`config.mk`:
```
export PLATFORM = sky130hd
export DESIGN_NAME = imem_loader_flat
export DESIGN_NICKNAME = d
export VERILOG_FILES = /design/src/rtl/imem_loader_if.sv /design/src/rtl/imem_loader.sv /design/src/flat_wrapper.sv
export SDC_FILE = /design/constraint.sdc
export NUM_CORES = 1
export LEC_CHECK = 0
export CAP_MARGIN = 5
export CORE_ASPECT_RATIO = 0.7
export CORE_UTILIZATION = 30
export DETAILED_ROUTE_END_ITERATION = 8
export HOLD_SLACK_MARGIN = 0.15
export PLACE_DENSITY = 0.54
export SETUP_SLACK_MARGIN = 0.05
export SLEW_MARGIN = 30
export SYNTH_ARGS = -nofsm -noshare
export SYNTH_HDL_FRONTEND = slang
export SYNTH_SLANG_ARGS = --single-unit
```
`constraint.sdc`:
```
create_clock -name clk -period 2.5 [get_ports clk]
set_clock_uncertainty 0.15 [all_clocks]
set_input_delay 0.25 -clock clk [delete_from_list [all_inputs] [get_ports clk]]
set_output_delay 0.25 -clock clk [all_outputs]
set_load 0.1 [all_outputs]
```
`src/rtl/imem_loader_if.sv`:
```
// Byte-stream receive channel and instruction-memory write port of the boot loader.
interface imem_loader_if #(
  parameter int ADDR_W = 16
);
  logic [7:0]        rx_data;
  logic              rx_valid;
  logic              rx_ready;
  logic              wr_en;
  logic [ADDR_W-1:0] wr_addr;
  logic [15:0]       wr_data;

  modport master (
    output rx_data, rx_valid,
    input  rx_ready, wr_en, wr_addr, wr_data
  );

  modport slave (
    input  rx_data, rx_valid,
    output rx_ready, wr_en, wr_addr, wr_data
  );
endinterface

```
`src/rtl/imem_loader.sv`:
```
// Boot-time loader: parses an address/count/data/checksum byte frame and writes
// 16-bit words into instruction memory while holding the CPU in stall.
module imem_loader #(
  parameter int ADDR_W = 16
) (
  input  logic          clk,
  input  logic          rst,
  input  logic          start,
  imem_loader_if.slave  bus,
  output logic          cpu_stall,
  output logic          busy,
  output logic          done,
  output logic          err
);

  typedef enum logic [2:0] {IDLE, HDR, DATA_HI, DATA_LO, CHK, DONE} state_t;

  state_t            state;
  logic [1:0]        hdr_idx;
  logic [7:0]        hi_byte;
  logic [7:0]        chk;
  logic [ADDR_W-1:0] addr;
  logic [15:0]       words_left;
  logic              accept;

  assign accept    = bus.rx_valid && bus.rx_ready;
  assign cpu_stall = busy;

  // hi_byte is shared: it holds ADDR_HI, CNT_HI or a data HI byte depending on state
  always_ff @(posedge clk or posedge rst) begin
    if (rst) begin
      state        <= IDLE;
      hdr_idx      <= 2'd0;
      hi_byte      <= 8'h00;
      chk          <= 8'h00;
      addr         <= '0;
      words_left   <= 16'd0;
      bus.rx_ready <= 1'b0;
      bus.wr_en    <= 1'b0;
      bus.wr_addr  <= '0;
      bus.wr_data  <= 16'h0000;
      busy         <= 1'b0;
      done         <= 1'b0;
      err          <= 1'b0;
    end else begin
      bus.wr_en <= 1'b0;
      done      <= 1'b0;
      case (state)
        IDLE: begin
          if (start) begin
            state        <= HDR;
            busy         <= 1'b1;
            bus.rx_ready <= 1'b1;
            err          <= 1'b0;
            hdr_idx      <= 2'd0;
            chk          <= 8'h00;
          end
        end
        HDR: begin
          if (accept) begin
            chk     <= chk ^ bus.rx_data;
            hi_byte <= bus.rx_data;
            hdr_idx <= hdr_idx + 2'd1;
            case (hdr_idx)
              2'd1: addr <= ADDR_W'({hi_byte, bus.rx_data});
              2'd3: begin
                words_left <= {hi_byte, bus.rx_data};
                state      <= ({hi_byte, bus.rx_data} == 16'd0) ? CHK : DATA_HI;
              end
              default: ;
            endcase
          end
        end
        DATA_HI: begin
          if (accept) begin
            chk     <= chk ^ bus.rx_data;
            hi_byte <= bus.rx_data;
            state   <= DATA_LO;
          end
        end
        DATA_LO: begin
          // Write is issued one cycle after the LO byte; address wraps naturally at 2^ADDR_W
          if (accept) begin
            chk         <= chk ^ bus.rx_data;
            bus.wr_en   <= 1'b1;
            bus.wr_addr <= addr;
            bus.wr_data <= {hi_byte, bus.rx_data};
            addr        <= addr + ADDR_W'(1);
            words_left  <= words_left - 16'd1;
            state       <= (words_left == 16'd1) ? CHK : DATA_HI;
          end
        end
        CHK: begin
          if (accept) begin
            err          <= (bus.rx_data != chk);
            done         <= 1'b1;
            bus.rx_ready <= 1'b0;
            state        <= DONE;
          end
        end
        DONE: begin
          busy  <= 1'b0;
          state <= IDLE;
        end
        default: state <= IDLE;
      endcase
    end
  end

endmodule
```
`src/flat_wrapper.sv`:
```
// flat-port wrapper written by rule: the top's interface ports become plain ports
module imem_loader_flat 
#(
  parameter int ADDR_W = 16
)
  (clk, rst, start, cpu_stall, busy, done, err, bus_rx_data, bus_rx_valid, bus_rx_ready, bus_wr_en, bus_wr_addr, bus_wr_data);
  imem_loader_if #(.ADDR_W(ADDR_W)) bus_i ();
  input  logic clk;
  input  logic rst;
  input  logic start;
  output logic cpu_stall;
  output logic busy;
  output logic done;
  output logic err;
  input wire logic [$bits(bus_i.rx_data)-1:0] bus_rx_data;
  input wire logic [$bits(bus_i.rx_valid)-1:0] bus_rx_valid;
  output wire logic [$bits(bus_i.rx_ready)-1:0] bus_rx_ready;
  output wire logic [$bits(bus_i.wr_en)-1:0] bus_wr_en;
  output wire logic [$bits(bus_i.wr_addr)-1:0] bus_wr_addr;
  output wire logic [$bits(bus_i.wr_data)-1:0] bus_wr_data;
  assign bus_i.rx_data = bus_rx_data;
  assign bus_i.rx_valid = bus_rx_valid;
  assign bus_rx_ready = bus_i.rx_ready;
  assign bus_wr_en = bus_i.wr_en;
  assign bus_wr_addr = bus_i.wr_addr;
  assign bus_wr_data = bus_i.wr_data;
  imem_loader #(.ADDR_W(ADDR_W)) u_core (.clk(clk), .rst(rst), .start(start), .bus(bus_i), .cpu_stall(cpu_stall), .busy(busy), .done(done), .err(err));
endmodule
```
==> flow_metrics.py <==
metrics = {
    "outcome": {
        "status": "finished clean",
    },
    "setup_path": {
        "worstPathRequired_ns": 2.58,
        "cp_slowest_cell": "dfrtp_1",
        "worstPathCellList": "inv_1 -> ha_1 -> or3b_1 -> or2_1 -> nor3_1 -> a31oi_1 -> o22a_1",
        "crit_path_max_fanout": 7,
        "slowest_delay_ns": 0.45,
        "crit_buf_inv": 1,
        "critPathCaptureType": "register",
        "arrival_ns": 2.33,
        "start_kind": "register",
        "crit_type": "reg -> reg",
        "critical_path.top_delay_family": "simple AND/OR/NAND/NOR gates",
    },
    "global_routing": {
        "grt_pass1_wl_mm": 20.6,
        "grt_max_degree": 37,
        "grt_antenna_before_repair": 0,
        "use_met1_pct": 26.3,
        "overflow": 0,
        "grt_usage_pct": 17.1,
        "grt_busiest_layer": "met1",
        "grt_use_met3_pct": 4.59,
        "use_met2_pct": 23.3,
        "grt_pass1_vias": 3670,
    },
    "logic_synthesis": {
        "netlist_area_um2": 4570,
        "syn_inst": 456,
        "synthSimpleGateAreaFrac_pct": 14.7,
        "synth_ff_type": "dfrtp_1",
        "synthAdderAreaFrac_pct": 1.37,
        "synthMuxAreaShare_pct": 10.4,
        "synth-xor-area-share_pct": 1.34,
        "syn_avg_cell_area_um2": 10.0,
        "synth_compound_area_share_pct": 19.0,
        "async_flop_share_pct": 100,
        "synth_top_family_by_area": "compound AO/OA/AOI/OAI gates",
        "synth_cell_type_count": 57,
        "ys_ff_latch": 90,
        "syn_nets": 473,
        "ys_warn_count": 0,
        "yosysSeqAreaShare_pct": 49.2,
        "synth_edf_count": 0,
    },
    "sta": {
        "relSlewSlack_pct": 54.2,
        "finalSetupTns_ns": 0,
        "min_period_ns": 2.25,
        "hold_violations": 0,
        "maxSlewViolCount": 0,
        "rsz0062_at_grt": "no",
        "worstMarginPinSlew_ns": 0.683,
        "whs_ns": 0.152,
        "setup_viol": 0,
        "period_share_pct": 90.1,
        "fmax_mhz": 444,
    },
    "routing": {
        "drc": 0,
        "vias_per_cell": 5.41,
        "firstDrtPassIters": 4,
        "drt_iter0_drc": 296,
        "drt_wl_total_mm": 12.8,
        "wl_per_cell_um": 18.0,
        "vias": 3870,
        "ant_nets": 0,
    },
    "layout": {
        "diodes": 0,
        "nFillCells": 1504,
        "drive_gt1_share_pct": 26.0,
        "finalNetCount": 532,
        "area_growth_pct": 23.1,
    },
    "min_path": {
        "hp-class": "in -> async",
    },
    "cts": {
        "clk_pin_slew_ns": 0.07,
        "tritoncts": "built",
        "clock_path_buffers": 2,
        "clock_sinks": 90,
        "cts_resized": 0,
        "cts_root_buf": "clkbuf_16",
        "holdBufCountCts": 0,
        "h-tree-depth": 3,
        "numCtsBuffers": 9,
        "insertion_delay_ns": 0.34,
        "post_cts_buffers": 0,
    },
    "die": {
        "die_h_um": 105,
        "chipWidth_um": 150,
        "ioPinCount": 50,
        "std_cell_rows": 37,
        "die_area_um2": 15800,
        "core_um2": 14800,
        "initial_core_util_pct": 30.9,
    },
    "place": {
        "dp_hpwl_mm": 9.39,
        "gp_congestion": 0.818,
        "port_buffers": 49,
    },
    "job": {
        "maxCapViolations": 0,
    },
}
cells in the mapped netlist, drive strengths merged (4+ instances only):
cell / count / area [µm²]
ha: 5 / 62.6
and3: 4 / 25.0
mux2: 38 / 428
clkbuf: 22 / 82.6
o22ai: 7 / 43.8
nand3: 9 / 45.0
nand4: 9 / 56.3
mux2i: 5 / 50.1
a21o: 6 / 45.0
a311oi: 5 / 43.8
a21oi: 36 / 180
and4: 4 / 35.0
a31oi: 9 / 56.3
dfrtp: 90 / 2250
nand2: 31 / 116
buf: 10 / 51.3
inv: 10 / 37.5
nor3: 10 / 55.1
xnor2: 5 / 43.8
nor2: 43 / 164
o21ai: 31 / 155
o211ai: 5 / 37.5
nor4: 9 / 62.6
o22a: 7 / 61.3
worst reg2reg max path, delay by kind of cell, from the launching register on:
kind / cells / cell delay, ns
flip-flops: 1 / 0.45
AND/OR/NAND/NOR: 3 / 0.97
buffers and inverters: 1 / 0.09
adder cells (fa/ha/maj): 1 / 0.18
AO/OA/AOI/OAI: 2 / 0.31
through the flow:
step / utilization [%] / cell area (µm²) / setup WS (ns) / cells
4_1_cts: 38.0 / 5630 / 0.252 / 715
6_report: 38.0 / 5630 / 0.249 / 715
5_1_grt: 38.0 / 5630 / 0.143 / 715
3_3_place_gp: 36.1 / 5350 / 0.302 / 699
2_1_floorplan: - / 4580 / 0.381 / 456
3_5_place_dp: 36.1 / 5350 / 0.234 / 699
flip-flops by register name, summed over array words and instances, names as in the netlist:
signal,flops
u_core.addr,16
u_core.bus.rx_ready,1
u_core.bus.wr_addr,16
u_core.bus.wr_data,16
u_core.bus.wr_en,1
u_core.busy,1
u_core.chk,8
u_core.done,1
u_core.err,1
u_core.hdr_idx,2
u_core.hi_byte,8
u_core.state,3
u_core.words_left,16
final timing paths:
| check | depth (start not counted) | slack (ns) | start | endpoint |
|---|---|---|---|---|
| worst max-delay path | 7 | 0.25 | u_core.words_left[0]$_DFFE_PP0P_ | u_core.words_left[12]$_DFFE_PP0P_ |
| worst min-delay path | 2 | 0.15 | rst | u_core.addr[13]$_DFFE_PP0P_ |
| worst max register to register | 7 | 0.25 | u_core.words_left[0]$_DFFE_PP0P_ | u_core.words_left[12]$_DFFE_PP0P_ |
| worst min register to register | 2 | 0.35 | u_core.words_left[6]$_DFFE_PP0P_ | u_core.words_left[6]$_DFFE_PP0P_ |
| max in group asynchronous | 3 | 1.48 | rst | u_core.bus.rx_ready$_DFFE_PP0P_ |
| min in group clk | 2 | 0.35 | u_core.words_left[6]$_DFFE_PP0P_ | u_core.words_left[6]$_DFFE_PP0P_ |
area by class of cell:
type,count,area [µm²],share of cell area (%)
Tap cell,195,244,4.33
Clock buffer,10,239,4.24
Timing Repair Buffer,80,653,11.6
Inverter,11,45.0,0.800
Multi-Input combinational cell,323,2160,38.3
Clock inverter,6,40.0,0.711
Sequential cell,90,2250,40.0
routing by layer:
metal | routed length (µm) | share of wire, %
met1 | 6730 | 52
met2 | 5380 | 42
met3 | 674 | 5.2
met4 | 65 | 0.51
met5 | 0 | 0
logic make-up after synthesis:
logic type               after synthesis
XOR/XNOR                               7
AO/OA/AOI/OAI                        134
multiplexers                          43
buffers and inverters                 43
AND/OR/NAND/NOR                      134
flip-flops                            90
adder cells (fa/ha/maj)                5
layout by cell type, fill, tap and decap left out, drive strengths merged, types with 5 or more instances in the layout:
| cell type | synthesis | final |
|---|---|---|
| a31oi | 9 | 9 |
| nor3 | 10 | 10 |
| mux2 | 38 | 38 |
| xnor2 | 5 | 5 |
| clkdlybuf4s50 | 0 | 11 |
| mux2i | 5 | 5 |
| inv | 10 | 11 |
| o21ai | 31 | 31 |
| nor4 | 9 | 9 |
| ha | 5 | 5 |
| nand4 | 9 | 9 |
| a21oi | 36 | 36 |
| a311oi | 5 | 5 |
| clkbuf | 22 | 10 |
| o211ai | 5 | 5 |
| o22a | 7 | 7 |
| a21o | 6 | 6 |
| buf | 10 | 69 |
| dfrtp | 90 | 90 |
| nor2 | 43 | 43 |
| o22ai | 7 | 7 |
| nand3 | 9 | 9 |
| nand2 | 31 | 31 |
Power is left out: the tool's default activity adds up to more than one toggle a clock period on the data nets, which glitch-free logic cannot reach.
